## config.mk

```make
export PLATFORM = sky130hd
export DESIGN_NAME = hilo_mult_seq
export DESIGN_NICKNAME = d
export VERILOG_FILES = /design/src/rtl/mips_pkg.sv /design/src/rtl/mult_datapath.sv /design/src/rtl/hilo_mult_seq.sv
export SDC_FILE = /design/constraint.sdc
export NUM_CORES = 1
export LEC_CHECK = 0
export CAP_MARGIN = 20
export CORE_MARGIN = 2
export CORE_UTILIZATION = 55
export DETAILED_ROUTE_END_ITERATION = 8
export PLACE_DENSITY = 0.78
export SETUP_SLACK_MARGIN = 0.5
export SLEW_MARGIN = 20
export SYNTH_ARGS = -nofsm -noshare
export SYNTH_HDL_FRONTEND = slang
export SYNTH_SLANG_ARGS = --single-unit
```

## constraint.sdc

```tcl
create_clock -name clk -period 7.35 [get_ports clk]
set_input_delay 1.1025 -clock clk [delete_from_list [all_inputs] [get_ports clk]]
set_output_delay 1.1025 -clock clk [all_outputs]
set_load 0.05 [all_outputs]
```

## src/rtl/mips_pkg.sv

```systemverilog
// Shared MIPS core definitions: multiply sequencer state encoding,
// default widths and the opcode/funct codes of the HI/LO instructions.
package mips_pkg;

  localparam int WIDTH_DEF = 32;
  localparam int CNT_W_DEF = 6;

  typedef enum logic [1:0] {
    S_IDLE = 2'd0,
    S_RUN  = 2'd1,
    S_DONE = 2'd2
  } mult_state_t;

  localparam logic [5:0] OP_RTYPE = 6'h00;
  localparam logic [5:0] FN_MFHI  = 6'h10;
  localparam logic [5:0] FN_MFLO  = 6'h12;
  localparam logic [5:0] FN_MULT  = 6'h18;
  localparam logic [5:0] FN_MULTU = 6'h19;

  function automatic logic is_mul_fn(
    input logic [5:0] fn
  );
    return (fn == FN_MULT) || (fn == FN_MULTU);
  endfunction

  function automatic logic is_mf_fn(
    input logic [5:0] fn
  );
    return (fn == FN_MFHI) || (fn == FN_MFLO);
  endfunction

endpackage

```

## src/rtl/mult_datapath.sv

```systemverilog
// Radix-2 shift-add multiplier datapath: operand magnitudes, accumulator, sign fix.
// Ports: clk/rst, i_load (latch operands), i_step (one iteration), i_sgn/i_a/i_b, o_result_nxt.
module mult_datapath
  import mips_pkg::*;
#(
  parameter int WIDTH = WIDTH_DEF
) (
  input  logic               clk,
  input  logic               rst,
  input  logic               i_load,
  input  logic               i_step,
  input  logic               i_sgn,
  input  logic [WIDTH-1:0]   i_a,
  input  logic [WIDTH-1:0]   i_b,
  output logic [2*WIDTH-1:0] o_result_nxt
);

  logic [WIDTH-1:0]   r_mcand;
  logic [WIDTH-1:0]   r_mplier;
  logic [2*WIDTH-1:0] r_prod;
  logic               r_neg;

  logic [WIDTH-1:0]   w_a_mag;
  logic [WIDTH-1:0]   w_b_mag;
  logic               w_neg;
  logic [WIDTH-1:0]   w_addend;
  logic [WIDTH:0]     w_sum;
  logic [2*WIDTH-1:0] w_prod_nxt;

  // The most-negative operand negates to itself, which read
  // as unsigned is exactly its magnitude.
  always_comb begin
    w_a_mag = (i_sgn & i_a[WIDTH-1]) ? -i_a : i_a;
    w_b_mag = (i_sgn & i_b[WIDTH-1]) ? -i_b : i_b;
    w_neg   = i_sgn & (i_a[WIDTH-1] ^ i_b[WIDTH-1]);
  end

  // The carry out of the upper-half add is the accumulator's
  // extra bit; it lands in the MSB after the right shift.
  always_comb begin
    w_addend   = r_mplier[0] ? r_mcand : '0;
    w_sum      = {1'b0, r_prod[2*WIDTH-1:WIDTH]}
               + {1'b0, w_addend};
    w_prod_nxt = {w_sum, r_prod[WIDTH-1:1]};
  end

  // Valid on the final iteration; sign applied to the full product.
  always_comb begin
    o_result_nxt = r_neg ? -w_prod_nxt : w_prod_nxt;
  end

  always_ff @(posedge clk or negedge rst) begin
    if (!rst) begin
      r_mcand  <= '0;
      r_mplier <= '0;
      r_prod   <= '0;
      r_neg    <= 1'b0;
    end else if (i_load) begin
      r_mcand  <= w_a_mag;
      r_mplier <= w_b_mag;
      r_prod   <= '0;
      r_neg    <= w_neg;
    end else if (i_step) begin
      r_prod   <= w_prod_nxt;
      r_mplier <= {1'b0, r_mplier[WIDTH-1:1]};
    end
  end

endmodule

```

## src/rtl/hilo_mult_seq.sv

```systemverilog
// Multi-cycle MULT/MULTU sequencer owning HI/LO; stalls on HI/LO access while busy.
// Ports: clk/rst, start/sgn/a/b, hilo_rd, flush; busy, stall, done, hi, lo.
module hilo_mult_seq
  import mips_pkg::*;
#(
  parameter int WIDTH = WIDTH_DEF,
  parameter int CNT_W = CNT_W_DEF
) (
  input  logic             clk,
  input  logic             rst,
  input  logic             start,
  input  logic             sgn,
  input  logic [WIDTH-1:0] a,
  input  logic [WIDTH-1:0] b,
  input  logic             hilo_rd,
  input  logic             flush,
  output logic             busy,
  output logic             stall,
  output logic             done,
  output logic [WIDTH-1:0] hi,
  output logic [WIDTH-1:0] lo
);

  mult_state_t        r_state;
  mult_state_t        w_state_nxt;
  logic [CNT_W-1:0]   r_count;
  logic [WIDTH-1:0]   r_hi;
  logic [WIDTH-1:0]   r_lo;

  logic               w_run;
  logic               w_accept;
  logic               w_step;
  logic               w_last;
  logic               w_commit;
  logic [2*WIDTH-1:0] w_result;

  assign w_run    = (r_state == S_RUN);
  assign w_accept = ~w_run & start & ~flush;
  assign w_step   = w_run & ~flush;
  assign w_last   = (r_count == CNT_W'(WIDTH - 1));
  assign w_commit = w_step & w_last;

  mult_datapath #(
    .WIDTH (WIDTH)
  ) u_dp (
    .clk          (clk),
    .rst          (rst),
    .i_load       (w_accept),
    .i_step       (w_step),
    .i_sgn        (sgn),
    .i_a          (a),
    .i_b          (b),
    .o_result_nxt (w_result)
  );

  always_ff @(posedge clk or negedge rst) begin
    if (!rst) begin
      r_state <= S_IDLE;
    end else begin
      r_state <= w_state_nxt;
    end
  end

  always_comb begin
    w_state_nxt = r_state;
    unique case (1'b1)
      (r_state == S_RUN): begin
        if (flush) begin
          w_state_nxt = S_IDLE;
        end else if (w_last) begin
          w_state_nxt = S_DONE;
        end
      end
      (r_state == S_DONE): begin
        w_state_nxt = w_accept ? S_RUN : S_IDLE;
      end
      default: begin
        w_state_nxt = w_accept ? S_RUN : S_IDLE;
      end
    endcase
  end

  always_ff @(posedge clk or negedge rst) begin
    if (!rst) begin
      r_count <= '0;
    end else if (w_accept) begin
      r_count <= '0;
    end else if (w_step) begin
      r_count <= r_count + 1'b1;
    end
  end

  // HI/LO only move on the final iteration; a flush leaves them intact.
  always_ff @(posedge clk or negedge rst) begin
    if (!rst) begin
      r_hi <= '0;
      r_lo <= '0;
    end else if (w_commit) begin
      r_hi <= w_result[2*WIDTH-1:WIDTH];
      r_lo <= w_result[WIDTH-1:0];
    end
  end

  assign busy  = w_run;
  assign stall = w_run & (hilo_rd | start);
  assign done  = (r_state == S_DONE);
  assign hi    = r_hi;
  assign lo    = r_lo;

endmodule

```

After elaboration in Yosys (flattened, before gate mapping)
Cells that the tools add are included.

storage, ports and cells
  flip-flop bits (word level) = 201
  input bits = 70
  output and inout port bits = 67

cells by class
  $add $sub $neg = 5
  equal/unequal tests = 4
  mux-type cells = 14
  bitwise operators = 12
  reductions and logical operators = 1

operator list
  operator                                       number
  2-to-1 mux 64 bit                              3
  2-to-1 mux 32 bit                              5
  negation 32 bit                                2
  negation 64 bit                                1
  adder 32 x 32 -> 33 bit                        1
  2-to-1 mux 6 bit                               2
  bitwise AND 1 bit                              8
  adder 6 x 1 -> 6 bit, second input constant    1
  == test 6 x 5 -> 1 bit, second input constant  1
  2-to-1 mux 2 bit                               3
  != test 3 x 2 -> 1 bit, second input constant  1
  == test 2 x 1 -> 1 bit, second input constant  1
  == test 2 bit, second input constant           1
  NOT 1 bit                                      2
  nonzero test 2 bit                             1
  2-to-1 mux 1 bit                               1
  bitwise OR 1 bit                               1
  XOR 1 bit                                      1

Logic depth before layout (Yosys ltp)
Gate-level depths: netlist of the first run.

  word-level depth = 6
  gate-level depth with buffers = 14
  mapped depth without buffers = 13

Cells and area by module
A second synthesis of the first run with hierarchy kept.

unflattened totals
  cells, all modules = 1363
  area, all modules = 13177.6 µm²

modules (own cells, without submodules)
  module         times used  cells each  area each (µm²)  seq. area each (µm²)
  mult_datapath  1           1187        10107.2          3203.1
  hilo_mult_seq  1           176         3070.4           1801.7

Least setup slack after synthesis of the first run
Ideal clock, no wire load.

  path kind = register -> register
  start point = register u_dp.r_mplier[0]
  end point = register r_hi[31], in the netlist hi[31]
  library setup time = 0.129 ns
  arrival = 3.815 ns
  data required time = 7.221 ns
  path slack = 3.406 ns
  cell stages (with the launch flop) = 15
  period minus slack after synthesis = 3.944 ns
  cell sequence = dfrtp_1 clkbuf_1 and2_1 ha_1 fa_1 a21o_1 a221oi_2 o211a_1 o22ai_1 or4_1 a221oi_1 o2111ai_1 o31ai_1 xnor2_1 o21ai_1

between the ends
  cells in the longest elaborated chain, start to end = 4

RTL lines
  item                         line                 text
  start, declared              mult_datapath.sv:19  logic [WIDTH-1:0] r_mplier;
  start signal, assigned       mult_datapath.sv:60  r_mplier <= w_b_mag;
  start signal, assigned       mult_datapath.sv:65  r_mplier <= {1'b0, r_mplier[WIDTH-1:1]};
  2-to-1 mux 32 bit (*)        mult_datapath.sv:41  w_addend = r_mplier[0] ? r_mcand : '0;
  adder 32 x 32 -> 33 bit (*)  mult_datapath.sv:43  + {1'b0, w_addend};
  negation 64 bit              mult_datapath.sv:49  o_result_nxt = r_neg ? -w_prod_nxt : w_prod_nxt;
  2-to-1 mux 64 bit (*)        mult_datapath.sv:49
  end signal, assigned         hilo_mult_seq.sv:99  r_hi <= w_result[2*WIDTH-1:WIDTH];
  end, declared                hilo_mult_seq.sv:27  logic [WIDTH-1:0] r_hi;

Mark *: on every way between the ends. The rest lies on a longest branch, timed or not.
A chain may end at the register's enable or synchronous reset.

Worst setup path in the final report of the first run
Same ends and word-level chain as after synthesis.

==> impl_metrics.tcl, run 1 <==
set metrics [dict create \
    max_freq_mhz 212 \
    synth_enable_flop_cells 0 \
    seq_area_frac_synth_pct 40.8 \
    crit_arrival_ns 5.00 \
    synth-main-ff-cell "dfrtp_1" \
    regToRegStartpoint "u_dp.r_mplier[0]" \
    io_buffers 136 \
    pwr_density_cell_nw_per_um2 229 \
    crit_path_max_incr_delay_ns 0.68 \
    place_congestion 0.907 \
    reg2reg_depth 13 \
    cts-resized-gates 0 \
    start_util_pct 56.2 \
    dp_hpwl_um 21400 \
    rows 54 \
    finalHoldWorstSlack_ns 0.475 \
    worstPathMaxFanout 33 \
    setup_violations 0 \
    critPathCaptureType "register" \
    synth_warnings 0 \
    overflow 0 \
    hp-class "register to register" \
    status "complete, no violations" \
    ys_types 71 \
    clkLatencyLatePin_ns 0.44 \
    syn_avg_cell_area_um2 8.86 \
    slew_violations 0 \
    cts.sinks 200 \
    layout_common_cells "200 x dfrtp_1, 183 x nand2_1, 179 x o21ai_0" \
    layout_commonest_cell "dfrtp_1" \
    cts_tree "yes" \
    drt_iter0_markers 864 \
    relSlewSlack_pct 32.2 \
    min_from "u_dp.r_mcand[12]" \
    n_antenna_cell 0 \
    ir_drop_mv 0.125 \
    num_io_pins 137 \
    htree_levels 4 \
    grt_pass1_vias 10032 \
    hold_violations 0 \
    maxCapViolCount 0 \
    crit_chain "and2_1, ha_1, fa_1, a21o_1, a221oi_2, o211a_1, o22ai_1, or4_1, a221oi_1, o2111ai_1, o31ai_1, xnor2_1, o21ai_1" \
    die_h_um 153 \
    track_usage_pct 26.1 \
    drt_pass1_iterations 5 \
    reg2reg_slack_ns 2.63 \
    grt_pass1_wl_um 50800 \
    cts-root-buf "clkbuf_16" \
    power_leakage_uw 0.00620 \
    grt_setup_unrepaired "false" \
    drc 0 \
    path_clk_slew_ns 0.07 \
    cts_buffer_depth 2 \
    crit_slowest_cell "dfrtp_1" \
    vias_per_cell 5.99 \
    period_share_pct 64.2 \
    routed_wl_um 29800 \
    synth_top_area_share_pct 40.8 \
    fp.dieW_um 153 \
    synth_seq_cells 200 \
    dieArea_um2 23500 \
    grt_start_max_net_pins 127 \
    timing.critical_path.from "u_dp.r_mplier[0]" \
    cp-start-kind "register" \
    cts_setup_buffers 0 \
    synth_cells 1384 \
    final_nets 1576 \
    tightest_slew_ns 1.02 \
    cts_hold_buf 0 \
    finClkSkew_ns 0.0121 \
    drive_above_1_share_pct 4.52 \
    crit_type "register to register" \
    place_ws_ns 2.66 \
    synthTopCellsByArea "dfrtp_1 41%, o21ai_0 7.3%, xor2_1 5.9%" \
    syn_nets 1491 \
    synth_largest_area_cell "dfrtp_1" \
    ant_nets 0 \
    fin_ws_ns 2.63 \
    r2r_end "hi[31]" \
    setup-tns-final_ns 0 \
    wl_per_cell_um 16.9 \
    synthArstFlopShare_pct 100 \
    vias 10548 \
    fin_crit_ns 4.72 \
    cts_buffers 17 \
    area_delta_synth_final_pct 17.0 \
    final_core_util_pct 65.7 \
    worstPathRequired_ns 7.64 \
    cp-endpoint "hi[31]" \
    syn_area_um2 12300 \
    core-area_um2 21800 \
    antenna_found_initial 0 \
]
## cell type report
cell class                 count  area, µm²
fill                        1863       7480
multi-input combinational   1084       6900
sequential                   200       5000
timing repair buffer         145       1430
clock buffer                  21        470
tap                          280        350
clock inverter                11        106
inverter                      21       78.8
## cell families after synthesis
kind of cell | after synthesis | share of synthesized area, %
compound gates | 472 | 24.8
xor+xnor | 140 | 10.0
fa+ha+maj | 37 | 3.84
buf+inv | 100 | 3.10
flops | 200 | 40.8
mux | 3 | 0.245
simple gates | 432 | 17.3
## registers in the layout, indices dropped and copies added, names as in the netlist
register / count
u_dp.r_mcand: 32
lo: 32
u_dp.r_mplier: 32
r_state: 2
u_dp.r_prod: 63
u_dp.r_neg: 1
hi: 32
r_count: 6
## synthesized netlist by cell type (all sizes together), types with 3 or more instances
cell	count
o41ai	14
nor4	10
and3	8
and2	41
a22o	49
a211oi	8
xnor2	58
o22ai	3
nand2b	13
clkbuf	72
a21oi	73
a22oi	13
mux2i	3
nand2	184
nand4	12
o211ai	7
buf	7
nor2b	5
o2111ai	5
nor3	16
a21o	13
o21bai	3
nor2	80
nand3	20
ha	36
inv	21
or4	15
dfrtp	200
o21ai	188
a221oi	3
or2	6
o22a	19
o21a	12
a31oi	11
xor2	82
nand3b	4
or3	10
a21boi	3
o211a	3
o31ai	29
## worst max-delay path: cells and delay by family (launching register included)
family | cells | cell delay, ns
xor+xnor | 1 | 0.16
flops | 1 | 0.68
compound gates | 8 | 2.33
fa+ha+maj | 2 | 0.64
simple gates | 2 | 0.75
## per-layer routing
| metal | share of wire, % | vias to the layer above | track usage (%) | wire length [µm] |
|---|---|---|---|---|
| li1 | - | 5167 | - | - |
| met1 | 49 | 5035 | 39.2 | 14500 |
| met2 | 45 | 311 | 40.2 | 13300 |
| met3 | 5.2 | 35 | 3.35 | 1540 |
| met4 | 1.6 | 0 | 6.44 | 464 |
| met5 | 0 | - | 0 | 0 |
## where the power goes
part | switching [µW] | internal [µW]
sequential | 87.8 | 1220
clock | 448 | 475
combinational | 651 | 409
total | 1190 | 2100
## metrics by stage
stage                     cells  total power, µW  area (µm²)
after global routing       1762             3480       14300
after detailed placement   1730             2370       13800
after CTS                  1762             3290       14300
after global placement     1730             2340       13800
final                      1762             3290       14300
after floorplan            1384             2070       12300
## worst min path at each step
stage	endpoint	cells after the start
3_5_place_dp	u_dp.r_mcand[12]	2
3_3_place_gp	u_dp.r_mcand[6]	2
6_report	u_dp.r_mcand[12]	2
2_1_floorplan	u_dp.r_mcand[31]	2
5_1_grt	lo[3]	2
4_1_cts	u_dp.r_mcand[12]	2
Note: power is estimated with default switching activity, not from simulation.
==> inputs of run 2 (changes only) <==
==> constraint.sdc (replaced) <==
create_clock -name clk -period 4.5 [get_ports clk]
set_input_delay 0.675 -clock clk [delete_from_list [all_inputs] [get_ports clk]]
set_output_delay 0.675 -clock clk [all_outputs]
set_load 0.05 [all_outputs]
==> run 2 against run 1 <==
Net effect: wire length increased by 2.4%; final cell count increased by 1.1%; total power increased by 71%; global-route usage increased by 0.074 points; sequential share of layout area decreased by 0.84 points; clock-buffer cell count decreased by 3; clock power increased by 67%; combinational power increased by 85%; critical endpoint is now hi[29].
==> impl_metrics.tcl, run 2 (synthesis results as in run 1) <==
set metrics [dict create \
    status "complete, no violations" \
    fin_crit_ns 3.91 \
    drc 0 \
    place_congestion 0.930 \
    wl_per_cell_um 17.1 \
    hp-class "input pin to async pin" \
    grt_pass1_wl_um 50700 \
    dieArea_um2 23500 \
    period_share_pct 86.9 \
    timing.critical_path.from "u_dp.r_mplier[0]" \
    cts_buffer_depth 2 \
    area_delta_synth_final_pct 19.8 \
    core-area_um2 21800 \
    drt_pass1_iterations 8 \
    clkLatencyLatePin_ns 0.45 \
    htree_levels 4 \
    num_io_pins 137 \
    cts_buffers 17 \
    grt_setup_unrepaired "false" \
    largest_register_ffs 63 \
    grt_start_max_net_pins 105 \
    start_util_pct 56.2 \
    final_nets 1595 \
    drt_iter0_markers 735 \
    slew_violations 0 \
    total_power_uw 5630 \
    vias_per_cell 5.94 \
    r2r_end "hi[29]" \
    worstPathRequired_ns 4.80 \
    layout_commonest_cell "dfrtp_1" \
    cp-start-kind "register" \
    routed_wl_um 30500 \
    ir_drop_mv 0.232 \
    finClkSkew_ns 0.0105 \
    regMostFlops "u_dp.r_prod" \
    regToRegStartpoint "u_dp.r_mplier[0]" \
    cts.sinks 200 \
    fp.dieW_um 153 \
    crit_chain "buf_6, and2_1, ha_2, nand4_1, or2_2, o211a_4, o41ai_1, xor2_1, buf_4, a21oi_2, nand4_1, o31ai_2, xnor2_1, o21ai_1" \
    path_clk_slew_ns 0.08 \
    relSlewSlack_pct 34.4 \
    track_usage_pct 26.2 \
    hold_violations 0 \
    crit_arrival_ns 4.21 \
    ant_nets 0 \
    cts_hold_buf 0 \
    max_freq_mhz 256 \
    rows 54 \
    vias 10585 \
    reg2reg_depth 14 \
    grt_pass1_vias 9990 \
    n_antenna_cell 0 \
    maxCapViolCount 0 \
    power_leakage_uw 0.00629 \
    tightest_slew_ns 0.985 \
    pwr_density_cell_nw_per_um2 383 \
    timing.critical_path.mode_cell "nand4_1" \
    dp_hpwl_um 22300 \
    reg2reg_slack_ns 0.59 \
    setup-tns-final_ns 0 \
    cts-root-buf "clkbuf_16" \
    die_h_um 153 \
    overflow 0 \
    critPathCaptureType "register" \
    crit_path_max_incr_delay_ns 0.42 \
    cts_tree "yes" \
    antenna_found_initial 0 \
    layout_common_cells "200 x dfrtp_1, 183 x nand2_1, 176 x o21ai_0" \
    io_buffers 136 \
    crit_slowest_cell "o41ai_1" \
    worstPathMaxFanout 31 \
    crit_type "register to register" \
    drive_above_1_share_pct 7.46 \
    setup_violations 0 \
]
==> run 2: cell types whose count changed in the layout (fill, tap and decap cells not counted), sizes merged <==
cell	before	now
clkinv	4	2
clkbuf	22	19
clkinvlp	1	4
inv	27	29
buf	9	28
==> run 2: worst max path at each step <==
| stage | to | slack (ns) |
|---|---|---|
| after floorplan | hi[31] | 0.56 |
| after global placement | hi[29] | 0.43 |
| after detailed placement | hi[29] | 0.31 |
| after CTS | hi[29] | 0.47 |
| after global routing | hi[29] | 0.41 |
| final | hi[29] | 0.59 |
==> run 2: per-stage QoR <==
stage / hold slack (ns) / instance area (µm²) / util, % / cells / setup WS, ns
2_1_floorplan: 0.379 / 12300 / - / 1384 / 0.556
3_3_place_gp: 0.454 / 13900 / 63.6 / 1743 / 0.434
3_5_place_dp: 0.463 / 13900 / 63.6 / 1743 / 0.313
4_1_cts: 0.350 / 14500 / 66.6 / 1776 / 0.469
5_1_grt: 0.368 / 14700 / 67.3 / 1781 / 0.405
6_report: 0.308 / 14700 / 67.3 / 1781 / 0.590
==> run 2: area by class of cell <==
class                   instances  area (µm²)
inverters                      21        78.8
well taps                     280         350
repair buffers                164        1600
clock buffers                  18         439
clock inverters                14         150
multi-input cells            1084        7070
flip-flops and latches        200        5000
fillers                      1832        7130
==> run 2: per-layer routing <==
layer / track usage (%) / up-vias / wire length (µm) / part of all wire [%]
met4: 6.17 / 0 / 398 / 1.3
met5: 0 / - / 0 / 0
li1: - / 5200 / - / -
met2: 41.3 / 270 / 14000 / 46
met1: 38.5 / 5080 / 14800 / 48
met3: 3.60 / 35 / 1390 / 4.5
==> run 2: timing repair <==
| action | 4_1_cts | 5_1_grt |
|---|---|---|
| setup buffers | 1 | 5 |
| pin swaps | 2 | 10 |
| resized for setup | 9 | 27 |
| endpoints found under the setup margin | 8 | 14 |
==> run 2: where the power goes <==
| part | switching, µW | internal, µW | total, µW |
|---|---|---|---|
| Combinational | 1170 | 792 | 1960 |
| Clock | 783 | 759 | 1540 |
| Sequential | 135 | 1990 | 2120 |
| Total | 2080 | 3540 | 5630 |
==> run 2: critical path: cells and delay by family (launching register included) <==
family	cells	cell delay [ns]
simple gates	4	0.88
fa+ha+maj	1	0.41
flops	1	0.40
xor+xnor	2	0.37
buf+inv	2	0.38
compound gates	5	1.32
